--- src/rtl/ctrl_pkg.sv ---
// ctrl_pkg: shared types and constants for the control sequencer.
// Holds the FSM state enum, opcode and ALU code constants, and the
// bundle of datapath controls produced by the decoder.
package ctrl_pkg;

  typedef enum logic [2:0] {
    S_IDLE   = 3'd0,
    S_FETCH  = 3'd1,
    S_DECODE = 3'd2,
    S_EXEC   = 3'd3,
    S_MEM    = 3'd4,
    S_WB     = 3'd5,
    S_HALT   = 3'd6
  } state_t;

  localparam logic [3:0] OP_STORE = 4'b0000;
  localparam logic [3:0] OP_ADD   = 4'b0001;
  localparam logic [3:0] OP_LOAD  = 4'b0010;
  localparam logic [3:0] OP_ADDI  = 4'b0011;
  localparam logic [3:0] OP_BEQ   = 4'b0100;
  localparam logic [3:0] OP_HALT  = 4'b1111;
  // Any code without a dedicated meaning behaves as a NOP; this one is
  // used when an opcode has non-zero bits above the low nibble.
  localparam logic [3:0] OP_NOP   = 4'b0101;

  localparam logic [3:0] ALU_ADD  = 4'b0000;
  localparam logic [3:0] ALU_SUB  = 4'b0001;
  localparam logic [3:0] ALU_PASS = 4'b1111;

  localparam int CTRL_W = 13;

  typedef struct packed {
    logic       ir_load;
    logic       pc_en;
    logic       branch;
    logic       reg_write;
    logic       mem_write;
    logic       mem_to_reg;
    logic       alu_src;
    logic       mem_req;
    logic       done;
    logic [3:0] alu_op;
  } ctrl_t;

  // Quiescent control word: everything off, ALU passes operand A.
  function automatic ctrl_t ctrl_idle();
    ctrl_t c;
    c        = ctrl_t'({CTRL_W{1'b0}});
    c.alu_op = ALU_PASS;
    return c;
  endfunction

endpackage

--- src/rtl/ctrl_decode.sv ---
// ctrl_decode: combinational map from {state, opcode, equal, mem_ack}
// to the datapath control word. Outputs are Moore in state/opcode except
// Branch (follows equal in EXEC) and the STORE completion pc_en, which
// marks the MEM cycle in which the handshake finishes.
module ctrl_decode
  import ctrl_pkg::*;
(
  input  state_t     state,
  input  logic [3:0] op,
  input  logic       equal,
  input  logic       mem_ack,
  output ctrl_t      ctrl
);

  // Decode the control word for the current state and latched opcode
  always_comb begin
    ctrl = ctrl_idle();
    case (state)
      S_FETCH: begin
        ctrl.ir_load = 1'b1;
      end
      S_EXEC: begin
        case (op)
          OP_ADD: begin
            ctrl.alu_op = ALU_ADD;
          end
          OP_ADDI: begin
            ctrl.alu_src = 1'b1;
            ctrl.alu_op  = ALU_ADD;
          end
          OP_BEQ: begin
            ctrl.alu_op = ALU_SUB;
            ctrl.branch = equal;
            ctrl.pc_en  = 1'b1;
          end
          OP_STORE, OP_LOAD, OP_HALT: begin
            ctrl.alu_op = ALU_PASS;
          end
          default: begin
            ctrl.pc_en = 1'b1;
          end
        endcase
      end
      S_MEM: begin
        ctrl.mem_req = 1'b1;
        ctrl.alu_op  = ALU_ADD;
        ctrl.alu_src = 1'b1;
        if (op == OP_STORE) begin
          ctrl.mem_write = 1'b1;
          ctrl.pc_en     = mem_ack;
        end else begin
          ctrl.mem_write = 1'b0;
          ctrl.pc_en     = 1'b0;
        end
      end
      S_WB: begin
        ctrl.reg_write  = 1'b1;
        ctrl.pc_en      = 1'b1;
        ctrl.mem_to_reg = (op == OP_LOAD);
      end
      S_HALT: begin
        ctrl.done = 1'b1;
      end
      default: begin
        ctrl = ctrl_idle();
      end
    endcase
  end

endmodule

--- src/rtl/control_sequencer.sv ---
// control_sequencer: multi-cycle control unit. Latches the opcode in
// FETCH, walks each instruction through DECODE/EXEC/MEM/WB, waits on the
// data-memory handshake and parks in HALT until reset.
// Build option: define CTRL_PERF_CNT_EN to build the cycle/instruction
// performance counters; otherwise both counter outputs are tied to zero.
module control_sequencer
  import ctrl_pkg::*;
#(
  parameter int OPW    = 4,
  parameter int ALUOPW = 4,
  parameter int CNTW   = 16
) (
  input  logic              clk,
  input  logic              reset,
  input  logic              start,
  input  logic [OPW-1:0]    instr,
  input  logic              equal,
  input  logic              mem_ack,
  output logic              ir_load,
  output logic              pc_en,
  output logic              Branch,
  output logic              RegWrite,
  output logic              MemWrite,
  output logic              MemtoReg,
  output logic              ALUSrc,
  output logic              mem_req,
  output logic              done,
  output logic [ALUOPW-1:0] ALUOp,
  output logic [CNTW-1:0]   cycle_cnt,
  output logic [CNTW-1:0]   instr_cnt
);

  state_t         state_r;
  state_t         next_state_s;
  logic [OPW-1:0] op_q_r;
  logic [3:0]     op4_s;
  logic           upper_zero_s;
  ctrl_t          ctrl_s;

  // Opcodes live in the low nibble; anything set above it is a NOP.
  assign upper_zero_s = ((op_q_r >> 3'd4) == {OPW{1'b0}});
  assign op4_s        = upper_zero_s ? op_q_r[3:0] : OP_NOP;

  // State register and opcode latch (opcode captured in FETCH)
  always_ff @(posedge clk) begin
    if (reset) begin
      state_r <= S_IDLE;
      op_q_r  <= {OPW{1'b0}};
    end else begin
      state_r <= next_state_s;
      if (state_r == S_FETCH) begin
        op_q_r <= instr;
      end else begin
        op_q_r <= op_q_r;
      end
    end
  end

  // Next-state sequencing per state and latched opcode
  always_comb begin
    next_state_s = state_r;
    case (state_r)
      S_IDLE: begin
        if (start) begin
          next_state_s = S_FETCH;
        end else begin
          next_state_s = S_IDLE;
        end
      end
      S_FETCH:  next_state_s = S_DECODE;
      S_DECODE: next_state_s = S_EXEC;
      S_EXEC: begin
        case (op4_s)
          OP_STORE, OP_LOAD: next_state_s = S_MEM;
          OP_ADD, OP_ADDI:   next_state_s = S_WB;
          OP_HALT:           next_state_s = S_HALT;
          default:           next_state_s = S_FETCH;
        endcase
      end
      S_MEM: begin
        if (!mem_ack) begin
          next_state_s = S_MEM;
        end else if (op4_s == OP_LOAD) begin
          next_state_s = S_WB;
        end else begin
          next_state_s = S_FETCH;
        end
      end
      S_WB:    next_state_s = S_FETCH;
      S_HALT:  next_state_s = S_HALT;
      default: next_state_s = S_IDLE;
    endcase
  end

  ctrl_decode u_decode (
    .state   (state_r),
    .op      (op4_s),
    .equal   (equal),
    .mem_ack (mem_ack),
    .ctrl    (ctrl_s)
  );

  assign ir_load  = ctrl_s.ir_load;
  assign pc_en    = ctrl_s.pc_en;
  assign Branch   = ctrl_s.branch;
  assign RegWrite = ctrl_s.reg_write;
  assign MemWrite = ctrl_s.mem_write;
  assign MemtoReg = ctrl_s.mem_to_reg;
  assign ALUSrc   = ctrl_s.alu_src;
  assign mem_req  = ctrl_s.mem_req;
  assign done     = ctrl_s.done;
  assign ALUOp    = ALUOPW'(ctrl_s.alu_op);

`ifdef CTRL_PERF_CNT_EN
  logic [CNTW-1:0] cycle_cnt_r;
  logic [CNTW-1:0] instr_cnt_r;
  logic            cycle_inc_s;
  logic            instr_inc_s;

  // Busy cycles are everything outside IDLE and HALT; retirements are
  // pc_en cycles plus the step into HALT.
  assign cycle_inc_s = (state_r != S_IDLE) && (state_r != S_HALT);
  assign instr_inc_s = ctrl_s.pc_en || ((state_r == S_EXEC) && (op4_s == OP_HALT));

  // Saturating performance counters
  always_ff @(posedge clk) begin
    if (reset) begin
      cycle_cnt_r <= {CNTW{1'b0}};
      instr_cnt_r <= {CNTW{1'b0}};
    end else begin
      if (cycle_inc_s && (cycle_cnt_r != {CNTW{1'b1}})) begin
        cycle_cnt_r <= cycle_cnt_r + {{(CNTW-1){1'b0}}, 1'b1};
      end else begin
        cycle_cnt_r <= cycle_cnt_r;
      end
      if (instr_inc_s && (instr_cnt_r != {CNTW{1'b1}})) begin
        instr_cnt_r <= instr_cnt_r + {{(CNTW-1){1'b0}}, 1'b1};
      end else begin
        instr_cnt_r <= instr_cnt_r;
      end
    end
  end

  assign cycle_cnt = cycle_cnt_r;
  assign instr_cnt = instr_cnt_r;
`else
  assign cycle_cnt = {CNTW{1'b0}};
  assign instr_cnt = {CNTW{1'b0}};
`endif

endmodule

--- config.mk ---
export PLATFORM = sky130hd
export DESIGN_NAME = control_sequencer
export DESIGN_NICKNAME = d
export VERILOG_FILES = /design/src/rtl/ctrl_pkg.sv /design/src/rtl/ctrl_decode.sv /design/src/rtl/control_sequencer.sv
export SDC_FILE = /design/constraint.sdc
export NUM_CORES = 1
export LEC_CHECK = 0
export BUFFER_PORTS_ARGS = -buffer_cell sky130_fd_sc_hd__buf_2
export CORE_MARGIN = 8
export CORE_UTILIZATION = 43
export CTS_CLUSTER_SIZE = 28
export DETAILED_ROUTE_END_ITERATION = 10
export PLACE_DENSITY = 0.84
export SLEW_MARGIN = 10
export SYNTH_ARGS = -nofsm -noshare
export SYNTH_HDL_FRONTEND = slang
export SYNTH_HIERARCHICAL = 1
export SYNTH_SLANG_ARGS = --single-unit
--- constraint.sdc ---
create_clock -name clk -period 2.1 [get_ports clk]
set_input_delay 0.42 -clock clk [delete_from_list [all_inputs] [get_ports clk]]
set_output_delay 0.42 -clock clk [all_outputs]
set_load 0.03 [all_outputs]
==> flow_summary.json, run 1 <==
{
  "status": "finished, final reports clean",
  "timing.fmax_mhz": 511,
  "syn-cell-area_um2": 753,
  "synth_cells": 96,
  "ys_top_cells_by_count": "sky130_fd_sc_hd__buf_4, sky130_fd_sc_hd__nor2_1, sky130_fd_sc_hd__dfxtp_1, sky130_fd_sc_hd__inv_1, sky130_fd_sc_hd__mux2i_1",
  "holdCritStartpoint": "instr[0]",
  "design.portCount": 54,
  "initial_antenna_violation_count": 0,
  "hold_depth": 3,
  "power.clock.fraction_pct": 23.3,
  "tritoncts": "built",
  "synth_edf_count": 0,
  "global_route_wire_length_before_repair_mm": 2.48,
  "power_frac_comb_pct": 40.2,
  "routabilityCongestion": 0.793,
  "placementRows": 15,
  "power.switching_w": 0.000231,
  "powerDensity_nw_per_um2": 663,
  "worstSkewPairLatency_ns": 0.25,
  "finish.utilization_pct": 45.4,
  "power.leakage_nw": 0.385,
  "drc_errors": 0,
  "finalSetupTns_ns": 0,
  "period_needed_ns": 1.96,
  "whs_ns": 0.409,
  "port_buffers": 21,
  "cp_data_arrival_time_ns": 1.54,
  "detail_route.wl_per_cell_um": 12.3,
  "start_util_pct": 44.6,
  "floorplan.die_area_um2": 3350,
  "vdd_drop_max_uv": 412,
  "die_width_um": 57.9,
  "cts_htree_levels": 1,
  "r2r.worst_path.cells": 3,
  "n_fill_cell": 194,
  "layout.nets": 126,
  "final_layout_size_suffix_gt1_share_pct": 29.3,
  "cts.path.max_buffers": 2,
  "rsz_0062_raised_after_global_routing": "false",
  "clock_skew_ns": 0.00257,
  "power.internal_w": 0.000278,
  "final_hold_viol_count": 0,
  "max_cap_viol_count": 0,
  "drv_slew": 0,
  "detailed_route_vias_per_instance": 4.63,
  "synthDominantCellAreaShare_pct": 34.9,
  "synth_seq_area_share_pct": 18.6,
  "required_worst_endpoint_ns": 1.68,
  "timing.rr.start": "op4_s[0]",
  "synth.most_common_cell": "sky130_fd_sc_hd__buf_4",
  "cts_root_buffer": "sky130_fd_sc_hd__clkbuf_4",
  "report.power.total_w": 0.000509,
  "worst-r2r-setup-slack_ns": 0.86,
  "clock_sink_count": 7,
  "synth_top_cells_by_area": "sky130_fd_sc_hd__buf_4, sky130_fd_sc_hd__dfxtp_1, sky130_fd_sc_hd__nor2_1",
  "drtIter0Drc": 7,
  "final.period_utilization_pct": 93.1,
  "crit_path_start_kind": "flip-flop",
  "crit_fanout": 10,
  "area_growth_pct": 1.83,
  "core-area_um2": 1690,
  "register_share_of_total_power_pct": 36.5,
  "grt_max_degree": 13,
  "synthArstFlopShare_pct": 0,
  "numCtsBuffers": 3,
  "dpl.hpwl_mm": 1.38,
  "clock_slew_at_reported_path_ffs_ns": 0.05,
  "num_antenna_cells": 0,
  "synth_largest_area_cell": "sky130_fd_sc_hd__buf_4",
  "gr-total-overflow": 0,
  "post_cts_buffers": 0,
  "worst_r2r_endpoint": "state_r[2]",
  "report.final.setup_viol": 0,
  "synth_top_flop_cell": "sky130_fd_sc_hd__dfxtp_1",
  "worst_setup_path_end_kind": "primary output",
  "swShare_pct": 45.4,
  "postSynthRegisterBits": 7,
  "route.vias.total": 616,
  "worst-setup-path-type": "flip-flop to primary output",
  "first_pass_detailed_route_iteration_total": 3,
  "stdcell_area_um2": 767,
  "first_global_vias": 566,
  "ys_types": 32,
  "holdCritPathClass": "input port to flip-flop",
  "worst_hold_path.endpoint": "op4_s[0]",
  "placedInstanceArea_um2": 733,
  "synth_area_per_cell_um2": 7.85,
  "detail_route.wirelength_mm": 1.64,
  "yosysWarningCount": 6,
  "groute.usage.overall_pct": 9.46,
  "route.antenna.remaining_nets": 0,
  "die_h_um": 57.9
}
## worst max-delay path: stages, from the launching register on
cell,delay [ns]
sky130_fd_sc_hd__dfxtp_1,0.49
sky130_fd_sc_hd__nor2_1,0.13
sky130_fd_sc_hd__mux2_2,0.29
sky130_fd_sc_hd__a21oi_2,0.16
sky130_fd_sc_hd__buf_2,0.22
## what timing repair did
item | CTS | global route
setup endpoints to repair | 0 | 4
resized for setup | 0 | 4
hold endpoints to repair | 0 | 0
hold buffers | 0 | 0
## worst max path at each step
stage / cells after the start / from / endpoint
global placement: 4 / state_r[2] / Branch
detailed placement: 4 / state_r[1] / Branch
CTS: 4 / state_r[1] / Branch
floorplan: 4 / state_r[1] / ALUOp[2]
finish: 4 / op4_s[0] / ALUOp[2]
global route: 4 / op4_s[0] / ALUOp[3]
## logic make-up after synthesis
group | Yosys count | share of synthesized area, %
mux | 5 | 6.81
other cells | 1 | 0.498
simple gates | 26 | 21.6
buf+inv | 43 | 38.9
flops | 7 | 18.6
compound gates | 14 | 13.6
## power by group through the flow
stage / clock network [W] / logic (W) / registers (W)
2_1_floorplan: 0 / 0.000224 / 0.000176
3_3_place_gp: 0 / 0.000197 / 0.000183
3_5_place_dp: 0 / 0.000202 / 0.000185
4_1_cts: 0.000124 / 0.000202 / 0.000182
5_1_grt: 0.000136 / 0.000220 / 0.000190
6_report: 0.000119 / 0.000204 / 0.000186
## per-stage QoR
step,worst slack [ns],instances
finish,0.145,133
global placement,0.422,129
detailed placement,0.367,129
floorplan,0.175,127
global route,0.0533,133
CTS,0.0818,133
## layer usage
metal / global-route usage (%) / wire length [µm] / up-vias
met5: 0 / 0 / -
met4: 8.39 / 50 / 0
met3: 4.19 / 176 / 6
met2: 15.8 / 780 / 32
met1: 8.55 / 634 / 275
li1: - / - / 303
## placed cells by master (no fill, tap or decap)
cell / Yosys / routed
sky130_fd_sc_hd__a21oi_1: 2 / 1
sky130_fd_sc_hd__a21oi_2: 0 / 1
sky130_fd_sc_hd__a221oi_1: 1 / 1
sky130_fd_sc_hd__a31oi_1: 2 / 2
sky130_fd_sc_hd__a41o_1: 1 / 1
sky130_fd_sc_hd__and3_1: 1 / 1
sky130_fd_sc_hd__and3_2: 1 / 1
sky130_fd_sc_hd__and4_1: 2 / 2
sky130_fd_sc_hd__and4b_1: 1 / 1
sky130_fd_sc_hd__buf_2: 0 / 21
sky130_fd_sc_hd__clkbuf_4: 0 / 3
sky130_fd_sc_hd__clkinv_2: 0 / 1
sky130_fd_sc_hd__conb_1: 1 / 32
sky130_fd_sc_hd__dfxtp_1: 7 / 4
sky130_fd_sc_hd__dfxtp_2: 0 / 3
sky130_fd_sc_hd__inv_1: 7 / 7
sky130_fd_sc_hd__mux2_2: 1 / 1
sky130_fd_sc_hd__mux2i_1: 4 / 4
sky130_fd_sc_hd__nand2_1: 1 / 1
sky130_fd_sc_hd__nand2b_1: 1 / 1
sky130_fd_sc_hd__nand2b_4: 1 / 1
sky130_fd_sc_hd__nand3b_1: 1 / 1
sky130_fd_sc_hd__nor2_1: 12 / 11
sky130_fd_sc_hd__nor2_2: 0 / 1
sky130_fd_sc_hd__nor3_1: 2 / 2
sky130_fd_sc_hd__nor3b_1: 1 / 1
sky130_fd_sc_hd__nor3b_4: 1 / 1
sky130_fd_sc_hd__nor4b_1: 1 / 1
sky130_fd_sc_hd__o2111ai_1: 1 / 1
sky130_fd_sc_hd__o21ai_1: 1 / 1
sky130_fd_sc_hd__o21bai_1: 1 / 1
sky130_fd_sc_hd__o22ai_1: 1 / 1
sky130_fd_sc_hd__o311ai_0: 1 / 1
sky130_fd_sc_hd__o31a_1: 1 / 1
sky130_fd_sc_hd__o31ai_1: 1 / 1
sky130_fd_sc_hd__o32ai_1: 1 / 1
## sequential cells by signal (all words and copies together), names as in the netlist
signal   flops
op4_s        4
state_r      3
## layout make-up
type                            instances  area, µm²  share of cell area [%]
Multi-Input combinational cell         77        443                    57.7
Clock inverter                          1       5.00                   0.653
Timing Repair Buffer                   21        105                    13.7
Inverter                                7       26.3                    3.43
Sequential cell                         7        144                    18.8
Tap cell                               17       21.3                    2.77
Clock buffer                            3       22.5                    2.94
(Power assumes the default switching activity.)
==> run 2: changes to the inputs <==
- ABC_AREA: not set -> 1
- CORE_UTILIZATION: 43 -> 44
==> run 2 against run 1 <==
Against the previous run:
- via count increased by 18%
- first-iteration DRC count increased by 29%
- total power increased by 4.8%
- clock power about the same
- die area increased by 2.3%
==> flow_summary.json, run 2 <==
{
  "status": "finished, final reports clean",
  "syn-cell-area_um2": 796,
  "timing.fmax_mhz": 556,
  "clock_sink_count": 7,
  "crit_path_start_kind": "flip-flop",
  "crit_fanout": 6,
  "report.final.setup_viol": 0,
  "crit_start": "state_r[1]",
  "largest_reg_flops": 4,
  "cts_htree_levels": 1,
  "synth_largest_area_cell": "sky130_fd_sc_hd__buf_4",
  "synth_area_per_cell_um2": 6.17,
  "groute.usage.overall_pct": 10.2,
  "detailed_route_vias_per_instance": 4.14,
  "route.antenna.remaining_nets": 0,
  "port_buffers": 21,
  "detail_route.wirelength_mm": 1.72,
  "finish.utilization_pct": 48.1,
  "cp_data_arrival_time_ns": 1.38,
  "detail_route.wl_per_cell_um": 9.78,
  "numCtsBuffers": 3,
  "route.vias.total": 729,
  "routabilityCongestion": 0.774,
  "r2r.worst_path.cells": 5,
  "dpl.hpwl_mm": 1.51,
  "timing.rr.start": "state_r[1]",
  "clock_skew_ns": 0.00175,
  "powerDensity_nw_per_um2": 650,
  "worst-setup-path-type": "flip-flop to primary output",
  "yosysWarningCount": 6,
  "worst_path_max_delay_cell": "sky130_fd_sc_hd__dfxtp_1",
  "required_worst_endpoint_ns": 1.68,
  "cts_root_buffer": "sky130_fd_sc_hd__clkbuf_4",
  "tritoncts": "built",
  "placementRows": 15,
  "worst_setup_path_end_kind": "primary output",
  "start_util_pct": 46.6,
  "synthDominantCellAreaShare_pct": 32.1,
  "vdd_drop_max_uv": 320,
  "report.power.total_w": 0.000533,
  "timing.critical_path.mode_cell": "sky130_fd_sc_hd__o21ai_2",
  "synth_cells": 129,
  "postSynthRegisterBits": 7,
  "rsz_0062_raised_after_global_routing": "false",
  "cts.path.max_buffers": 2,
  "post_cts.resized_instances": 0,
  "final_layout_size_suffix_gt1_share_pct": 22.5,
  "finalSetupTns_ns": 0,
  "leading_cell_types_in_the_layout_fill_and_taps_excluded": "sky130_fd_sc_hd__conb_1, sky130_fd_sc_hd__nand2_1, sky130_fd_sc_hd__buf_2",
  "holdCritPathClass": "input port to flip-flop",
  "period_needed_ns": 1.80,
  "clock_slew_at_reported_path_ffs_ns": 0.05,
  "drc_errors": 0,
  "hold_depth": 2,
  "core-area_um2": 1710,
  "gr-total-overflow": 0,
  "worst_r2r_endpoint": "state_r[1]",
  "max_cap_viol_count": 0,
  "critical_path.cell_chain": "nand2_2 -> nor2_4 -> o21ai_2 -> o21ai_2 -> buf_2",
  "first_global_vias": 698,
  "final.period_utilization_pct": 85.6,
  "synthArstFlopShare_pct": 0,
  "area_growth_pct": 3.14,
  "synth_seq_area_share_pct": 17.6,
  "post_cts_buffers": 0,
  "synth_edf_count": 0,
  "die_width_um": 58.5,
  "worstSkewPairLatency_ns": 0.25,
  "synth_top_flop_cell": "sky130_fd_sc_hd__dfxtp_1",
  "design.portCount": 54,
  "worst-r2r-setup-slack_ns": 0.86,
  "drtIter0Drc": 9,
  "die_h_um": 58.5,
  "floorplan.die_area_um2": 3430,
  "layout_commonest_cell": "sky130_fd_sc_hd__conb_1",
  "ys_top_cells_by_count": "sky130_fd_sc_hd__buf_4, sky130_fd_sc_hd__nand2_1, sky130_fd_sc_hd__inv_1",
  "synth_top_cells_by_area": "sky130_fd_sc_hd__buf_4, sky130_fd_sc_hd__dfxtp_1, sky130_fd_sc_hd__nand2_1",
  "ys_types": 17,
  "initial_antenna_violation_count": 0,
  "first_pass_detailed_route_iteration_total": 4,
  "layout.nets": 161,
  "grt_max_degree": 13,
  "worst_path_largest_cell_delay_ns": 0.47,
  "holdBufCountCts": 0,
  "global_route_wire_length_before_repair_mm": 2.80,
  "holdCritStartpoint": "reset",
  "power.leakage_nw": 0.472,
  "synth.most_common_cell": "sky130_fd_sc_hd__buf_4",
  "worst_hold_path.endpoint": "state_r[1]",
  "drv_slew": 0,
  "final_hold_viol_count": 0,
  "num_antenna_cells": 0
}
run 2: changes by cell type in the layout (fill, tap and decap cells not counted), moves of 4 or more:
cell	before	now
sky130_fd_sc_hd__nand2_1	1	23
sky130_fd_sc_hd__inv_1	7	19
sky130_fd_sc_hd__o21ai_1	1	5
sky130_fd_sc_hd__mux2i_1	4	0
sky130_fd_sc_hd__nand3_1	0	8
sky130_fd_sc_hd__a21oi_1	1	7
run 2: cells by family after synthesis:
kind of cell	Yosys count	share of synthesized area, %
buf+inv	55	42.0
simple gates	50	28.9
compound gates	16	11.0
flops	7	17.6
other cells	1	0.471
run 2: power breakdown:
part	internal [W]	leakage [nW]	switching, W
clock network	0.0000723	0.0150	0.0000469
registers	0.000151	0.0578	0.0000350
logic	0.0000502	0.399	0.000177
total	0.000274	0.472	0.000259
run 2: worst max-delay path by stage:
stage / to / slack (ns) / depth (start not counted)
floorplan: ALUOp[2] / 0.27 / 5
global placement: ALUOp[2] / 0.47 / 5
detailed placement: ALUOp[2] / 0.41 / 5
CTS: ALUOp[2] / 0.14 / 5
global route: ALUOp[2] / 0.15 / 5
finish: ALUOp[2] / 0.30 / 5
run 2: critical path: cells and delay by family, from the launching register on:
kind	cells	cell delay, ns
and+or+nand+nor	2	0.23
AOI/OAI and AO/OA	2	0.21
DFF	1	0.47
buffers and inverters	1	0.22
run 2: final cells by class:
class / instances / area, µm²
fillers: 185 / 887
multi-input cells: 98 / 438
flip-flops and latches: 7 / 141
repair buffers: 21 / 105
inverters: 21 / 78.8
well taps: 25 / 31.3
clock buffers: 4 / 26.3
run 2: metrics by stage:
step | cell area (µm²) | instances | hold WS (ns) | setup WS (ns)
5_1_grt | 821 | 176 | 0.355 | 0.152
2_1_floorplan | 912 | 160 | 0.475 | 0.275
3_3_place_gp | 793 | 172 | 0.500 | 0.466
3_5_place_dp | 793 | 172 | 0.513 | 0.414
6_report | 821 | 176 | 0.371 | 0.303
4_1_cts | 820 | 176 | 0.359 | 0.139
run 2: routing by layer:
| metal | vias up | part of all wire, % | track usage [%] |
|---|---|---|---|
| met5 | - | 0 | 0 |
| met4 | 0 | 0 | 5.24 |
| met3 | 0 | 15 | 5.00 |
| met2 | 36 | 46 | 18.0 |
| met1 | 319 | 39 | 9.43 |
| li1 | 374 | - | - |
